<file path="config.mk">
export PLATFORM = sky130hd
export DESIGN_NAME = uart_rx_en
export DESIGN_NICKNAME = d
export VERILOG_FILES = /design/src/rtl/uart_pkg.sv /design/src/rtl/uart_sync.sv /design/src/rtl/uart_rx_en.sv
export SDC_FILE = /design/constraint.sdc
export NUM_CORES = 1
export LEC_CHECK = 0
export CORE_ASPECT_RATIO = 1.25
export CORE_MARGIN = 1.5
export CORE_UTILIZATION = 29
export CTS_CLUSTER_SIZE = 12
export DETAILED_ROUTE_END_ITERATION = 10
export PLACE_DENSITY = 0.49
export SETUP_SLACK_MARGIN = 0.1
export SLEW_MARGIN = 20
export SYNTH_ARGS = -nofsm -noshare
export SYNTH_HDL_FRONTEND = slang
export SYNTH_SLANG_ARGS = --single-unit
export TNS_END_PERCENT = 30
</file>
<file path="constraint.sdc">
create_clock -name clk -period 1.7 [get_ports clk]
set_input_delay 0.34 -clock clk [delete_from_list [all_inputs] [get_ports clk]]
set_output_delay 0.34 -clock clk [all_outputs]
set_load 0.1 [all_outputs]
</file>
<file path="src/rtl/uart_pkg.sv">
// Shared UART definitions: frame width and receiver state encoding.
package uart_pkg;

    localparam int unsigned DATA_BITS = 8;

    typedef enum logic [1:0] {
        IDLE,
        START,
        DATA,
        STOP
    } rx_state_e;

endpackage

</file>
<file path="src/rtl/uart_sync.sv">
// Multi-flop synchronizer for an asynchronous input; resets to 1 (idle-high line).
module uart_sync #(
    parameter int unsigned SYNC_STAGES = 2
) (
    input  logic clk,
    input  logic nReset,
    input  logic async_i,
    output logic sync_o
);

    logic [SYNC_STAGES-1:0] sync_q;

    always_ff @(posedge clk or negedge nReset) begin
        if (!nReset) begin
            sync_q <= '1;
        end else begin
            sync_q <= {sync_q[SYNC_STAGES-2:0], async_i};
        end
    end

    assign sync_o = sync_q[SYNC_STAGES-1];

endmodule

</file>
<file path="src/rtl/uart_rx_en.sv">
// Enable-gated 8N1 UART receiver; en ticks at OVERSAMPLE x baud, bits sampled mid-period.
module uart_rx_en
    import uart_pkg::*;
#(
    parameter int unsigned OVERSAMPLE  = 16,
    parameter int unsigned SYNC_STAGES = 2
) (
    input  logic                 clk,
    input  logic                 nReset,
    input  logic                 en,
    input  logic                 in,
    output logic [DATA_BITS-1:0] data,
    output logic                 done,
    output logic                 busy,
    output logic                 err
);

    localparam int unsigned SW = $clog2(OVERSAMPLE);
    localparam logic [SW-1:0] HALF_LAST = SW'(OVERSAMPLE / 2 - 1);
    localparam logic [SW-1:0] BIT_LAST  = SW'(OVERSAMPLE - 1);
    localparam logic [3:0]    LAST_BIT  = 4'(DATA_BITS - 1);

    logic rxd;

    rx_state_e            state_q, state_d;
    logic [SW-1:0]        sample_q, sample_d;
    logic [3:0]           bit_q, bit_d;
    logic [DATA_BITS-1:0] shift_q, shift_d;
    logic [DATA_BITS-1:0] data_q, data_d;
    logic                 done_q, done_d;
    logic                 err_q, err_d;
    logic                 armed_q, armed_d;

    uart_sync #(
        .SYNC_STAGES(SYNC_STAGES)
    ) u_sync (
        .clk    (clk),
        .nReset (nReset),
        .async_i(in),
        .sync_o (rxd)
    );

    always_ff @(posedge clk or negedge nReset) begin
        if (!nReset) begin
            state_q  <= IDLE;
            sample_q <= '0;
            bit_q    <= '0;
            shift_q  <= '0;
            data_q   <= '0;
            done_q   <= 1'b0;
            err_q    <= 1'b0;
            armed_q  <= 1'b1;
        end else begin
            state_q  <= state_d;
            sample_q <= sample_d;
            bit_q    <= bit_d;
            shift_q  <= shift_d;
            data_q   <= data_d;
            done_q   <= done_d;
            err_q    <= err_d;
            armed_q  <= armed_d;
        end
    end

    always_comb begin
        state_d  = state_q;
        sample_d = sample_q;
        bit_d    = bit_q;
        shift_d  = shift_q;
        data_d   = data_q;
        done_d   = 1'b0;
        err_d    = err_q;
        armed_d  = armed_q;

        if (en) begin
            unique case (state_q)
                IDLE: begin
                    // armed blocks a held-low (break) line from re-triggering frames
                    if (rxd) begin
                        armed_d = 1'b1;
                    end else if (armed_q) begin
                        state_d  = START;
                        sample_d = '0;
                    end
                end
                START: begin
                    if (sample_q == HALF_LAST) begin
                        if (!rxd) begin
                            state_d  = DATA;
                            sample_d = '0;
                            bit_d    = '0;
                        end else begin
                            state_d = IDLE;
                        end
                    end else begin
                        sample_d = sample_q + SW'(1);
                    end
                end
                DATA: begin
                    if (sample_q == BIT_LAST) begin
                        shift_d  = {rxd, shift_q[DATA_BITS-1:1]};
                        bit_d    = bit_q + 4'd1;
                        sample_d = '0;
                        if (bit_q == LAST_BIT) begin
                            state_d = STOP;
                        end
                    end else begin
                        sample_d = sample_q + SW'(1);
                    end
                end
                STOP: begin
                    if (sample_q == BIT_LAST) begin
                        data_d   = shift_q;
                        done_d   = 1'b1;
                        err_d    = ~rxd;
                        state_d  = IDLE;
                        sample_d = '0;
                        if (!rxd) begin
                            armed_d = 1'b0;
                        end
                    end else begin
                        sample_d = sample_q + SW'(1);
                    end
                end
                default: state_d = IDLE;
            endcase
        end
    end

    assign data = data_q;
    assign done = done_q;
    assign err  = err_q;
    assign busy = (state_q != IDLE);

endmodule
</file>
# After elaboration in Yosys (flattened, before gate mapping)
# Index checks and enable logic that the tools add are counted.
# totals
reg_bits	31
out_inout_bits	11
word_cells	63
# classes
n_addsub	2
eq_ne	16
n_mux	24
bitwise_logic	1
n_reduce_logical	11
# op_table
operator	count
two-way mux 4 bit	7
!= test 2 bit, second input constant	8
two-way mux 2 bit	7
one-hot mux 4 bit (3 select lines)	1
AND reduction 5 bit	2
adder 4 x 1 -> 4 bit, second input constant	2
equality test 4 x 3 -> 1 bit, second input constant	2
one-hot mux 2 bit (4 select lines)	1
one-hot mux 4 bit (2 select lines)	1
AND reduction 7 bit	1
two-way mux 1 bit	6
AND reduction 3 bit	2
nonzero test 2 bit	3
equality test 2 bit, second input constant	2
equality test 4 bit, second input constant	1
AND reduction 4 bit	1
!= test 3 bit, second input constant	1
equality test 2 x 1 -> 1 bit, second input constant	1
zero test 2 bit	1
!= test 2 x 1 -> 1 bit, second input constant	1
one-hot mux 1 bit (2 select lines)	1
OR reduction 2 bit	1
NOT 1 bit	1

# Depth between registers and ports, before layout
# Gate-level depths: netlist (run 1).
# logic_depth
ltp_word	4
mapped_depth	6

# Cells and area by module
# A second synthesis (run 1) with hierarchy kept.
# hier_totals
hier_cells	127
area_unflattened_um2	1366.3
# modules_own_cells
mod	n_inst	cells_each	area_each_um2	seq_area_each_um2
uart_rx_en	1	125	1313.8	726.9
uart_sync	1	2	52.6	52.6

# Least setup slack after synthesis (run 1)
# Ideal clock, no wire load.
# synth_timing
path_kind	reg2reg
start	register state_q[0]
end	register sample_q[3]
setup_ps	76
arrival_ps	1577
required_time_ps	1624
setup_slack_ps	47
path_stages_with_launch	7
path_cell_list	dfrtp_1 > buf_2 > nor2_2 > inv_2 > o21ai_1 > o41a_1 > o21ai_1
# synth_between
elab_chain_len	3
# synth_rtl
element	line	text
start: declaration	uart_rx_en.sv:25	rx_state_e state_q, state_d;
start signal: assignment	uart_rx_en.sv:54	state_q <= state_d;
equality test 2 x 1 -> 1 bit (tied with other cells)	uart_rx_en.sv:76	unique case (state_q)
!= test 3 bit (no source line) (tied with other cells)	--	
AND reduction 4 bit (no source line) / one-hot mux 4 bit (3 select lines) (equally long branches)	--	
end signal: assignment	uart_rx_en.sv:55	sample_q <= sample_d;
end: declaration	uart_rx_en.sv:26	logic [SW-1:0] sample_q, sample_d;
# Several ways; a longest one is shown, not always the timed one.
# A chain may end at the register's enable or synchronous reset.

==> results of run 1 <==
-- repair_timing --
action | in CTS | in global routing
endpoints found under the setup margin | 1 | 17
gates resized for setup | 1 | 5
hold endpoints to repair | 0 | 0
-- kinds of logic (layout without fill, tap and decap cells) --
kind of cell | Yosys count | count (layout)
simple gates | 59 | 59
flops | 31 | 31
compound gates | 26 | 26
buf+inv | 12 | 38
mux | 8 | 8
fa+ha+maj | 2 | 2
-- final timing paths --
check	end	slack, ps	depth (start not counted)
setup / recovery	busy	140	3
hold / removal	u_sync.sync_q[1]$_DFF_PN1_	360	0
setup reg to reg	bit_q[0]$_DFFE_PN0P_	170	5
hold reg to reg	u_sync.sync_q[1]$_DFF_PN1_	360	0
max in group asynchronous	u_sync.sync_q[1]$_DFF_PN1_	920	2
min in group asynchronous	sample_q[3]$_DFFE_PN0P_	440	2
-- metal layers --
metal	share of wire (%)	vias to the layer above	GRT usage, %
met3	3.1	2	3.74
met2	53	13	20.9
met4	0.84	0	5.21
met5	0	-	0
met1	43	539	14.9
li1	-	531	-
-- state kept, by name (all words and copies together) (netlist names), named ones only --
name	count
shift_q	8
u_sync.sync_q	2
done	1
err	1
data	8
sample_q	4
state_q	1
armed_q	1
bit_q	4
-- critical path, cell delays in order (launching register included) --
cell	delay (ps)
dfrtp_1	480
nor2_4	210
inv_4	70
buf_12	170
-- cell type report --
class / count / share of cell area [%]
clock buffer: 6 / 4.32
clock inverter: 2 / 1.83
inverter: 6 / 1.31
multi-input combinational: 95 / 30.9
sequential: 31 / 40.7
tap: 60 / 3.92
timing repair buffer: 24 / 17.0
-- stage by stage --
step                instances  hold slack, ps  total power [mW]  setup WS [ps]  setup TNS, ps
floorplan                 138            44.4              1.30            160              0
global placement          216             348              1.47          -71.2           -561
detailed placement        216             351              1.49          -88.9           -989
CTS                       224             361              2.26            116              0
global route              224             366              2.36           68.3              0
finish                    224             359              2.24            140              0
-- power by group --
| group | total [mW] | internal, mW | switching [mW] |
|---|---|---|---|
| clock network | 0.747 | 0.474 | 0.274 |
| logic | 0.538 | 0.235 | 0.302 |
| registers | 0.956 | 0.823 | 0.133 |
| total | 2.24 | 1.53 | 0.709 |
-- cell usage in the layout, fill, tap and decap left out, types with 2 or more instances in the layout --
| master | netlist | routed |
|---|---|---|
| a21oi_1 | 4 | 4 |
| a221oi_1 | 2 | 2 |
| a31oi_1 | 5 | 5 |
| and3_4 | 2 | 2 |
| buf_12 | 0 | 11 |
| buf_4 | 1 | 10 |
| clkbuf_8 | 0 | 6 |
| clkdlybuf4s50_1 | 0 | 3 |
| dfrtp_1 | 28 | 28 |
| dfstp_2 | 3 | 3 |
| inv_1 | 4 | 4 |
| mux2_2 | 8 | 8 |
| nand2_1 | 33 | 33 |
| nand3_1 | 4 | 4 |
| nand4_1 | 4 | 4 |
| nor2_1 | 6 | 6 |
| nor2b_1 | 3 | 2 |
| o21ai_0 | 6 | 6 |
| o21ai_1 | 2 | 2 |
==> qor.csv, run 1 <==
stage,metric,value,unit
logic_synthesis,mux share of post-synthesis cell area,6.38,%
clock_tree,Hold Buf Count CTS,0,
logic_synthesis,Post-synth ARST share,100,%
timing,f_max,641,MHz
drt,Routed WL per cell,13.2,um
grt,largest net degree at the start of global routing,32,
layout,register area,779,um^2
timing,"Hold Vio Cnt, Final",0,
layout,Area Overhead vs Synth,35.5,%
critical_path,crit path max fanout,8,
die,die area,5300,um^2
pwr,Pwr Density,1170,nW/um^2
layout,Finished Core Util,40.8,%
clock_tree,Num Clock Sinks,31,
logic_synthesis,Main synth FF type,dfrtp_1,
hold_path,hold crit path type,reg -> reg,
logic_synthesis,synthesized area,1410,um^2
clock_tree,Bufs on Longest Clock Path,2,
layout,# diodes,0,
grt,initial antenna violation count,0,
layout,fill count,484,
clock_tree,clock tree from TritonCTS,done,
placement,post-DP HPWL,2070,um
grt,first-pass GRT wire length,5050,um
clock_tree,clock root buffer,clkbuf_8,
logic_synthesis,Synth Area in XOR/XNOR,0,%
logic_synthesis,simple-gate share of the synthesized area,20.2,%
timing,final setup fails,0,
logic_synthesis,compound-cell area share of the yosys netlist,12.1,%
logic_synthesis,"EDFF count, synth",0,
critical_path,worst r2r src,sample_q[0]$_DFFE_PN0P_,
grt,number of global-route vias before repair,1138,
logic_synthesis,"top cells by area, synth","dfrtp_1, nand2_1, mux2_2",
logic_synthesis,main combinational cell family by area after synthesis,simple AND/OR/NAND/NOR gates,
timing,Worst slew margin,70.5,%
layout,design area,1910,um^2
timing,Worst-Margin Slew,442,ps
logic_synthesis,Syn Inst Count,138,
drt,drt pass-1 iters,4,
drt,detail-routed via count per cell,4.84,
grt,GRT Resource Usage Total,12.5,%
clock_tree,cts bufs inserted,5,
logic_synthesis,most area-hungry cell type in the Yosys netlist,dfrtp_1,
clock_tree,H-tree level count,2,
drt,Final Routed Wirelength,2970,um
hold_path,hold_sp,u_sync.sync_q[0]$_DFF_PN1_,
grt,GRT overflow,0,
critical_path,crit end category,output pin,
logic_synthesis,top-count cell post-synth,nand2_1,
timing,clock skew,4.16,ps
layout,share of cells above drive strength 1,29.3,%
logic_synthesis,Syn Area/Cell,10.2,um^2
logic_synthesis,post-synthesis sequential area ratio,55.2,%
drt,"antenna viol nets, final",0,
drt,1st-iter DRT viols,16,
clock_tree,worst-skew pair later-pin latency,280,ps
die,Die W,65.4,um
die,Initial Util,30.1,%
die,Die Y,81.0,um
logic_synthesis,"FF+latch count, synth",31,
drt,Vias,1085,
layout,area occupied by multi-input gates,591,um^2
job,Max Cap Violations,0,
timing,final period utilization,91.8,%
pwr,worst IR drop on VDD,0.503,mV
placement,IO Port Bufs,14,
logic_synthesis,most instantiated cells after synthesis,"nand2_1, dfrtp_1, mux2_2, nor2_1, o21ai_0",
die,area of the core,4690,um^2
critical_path,startpoint types,register,
die,IO Count,15,
layout,Final nets,169,
pwr,static leakage,0.874,nW
logic_synthesis,yosys warns,0,
critical_path,critical path arrival,1220,ps
outcome,outcome,finished clean,
critical_path,Worst Path Required,1360,ps
clock_tree,Post-CTS Repair Setup Buffers,0,
logic_synthesis,share of the synthesized area in the top cell type,49.6,%
logic_synthesis,adder-cell share of the synthesized area,1.77,%
logic_synthesis,Netlist cell types,34,
die,Rows,28,
logic_synthesis,Post-Syn Nets,144,
critical_path,worst setup path class,reg -> out,
placement,post-placement cell area,1780,um^2
timing,crit path time final,1560,ps
timing,pins over their slew limit,0,
placement,final RePlAce weighted congestion,0.822,
timing,RSZ-0062 raised after global routing,yes,
clock_tree,clk slew on worst S/H paths,70,ps
drt,# DRC,0,
Power figures use the tool's default switching activity.
==> inputs of run 2 (changes only) <==
- CAP_MARGIN: not set -> 20
==> results of run 2 <==
Same layout as run 1: the final DEF is identical, and so are final timing and power.
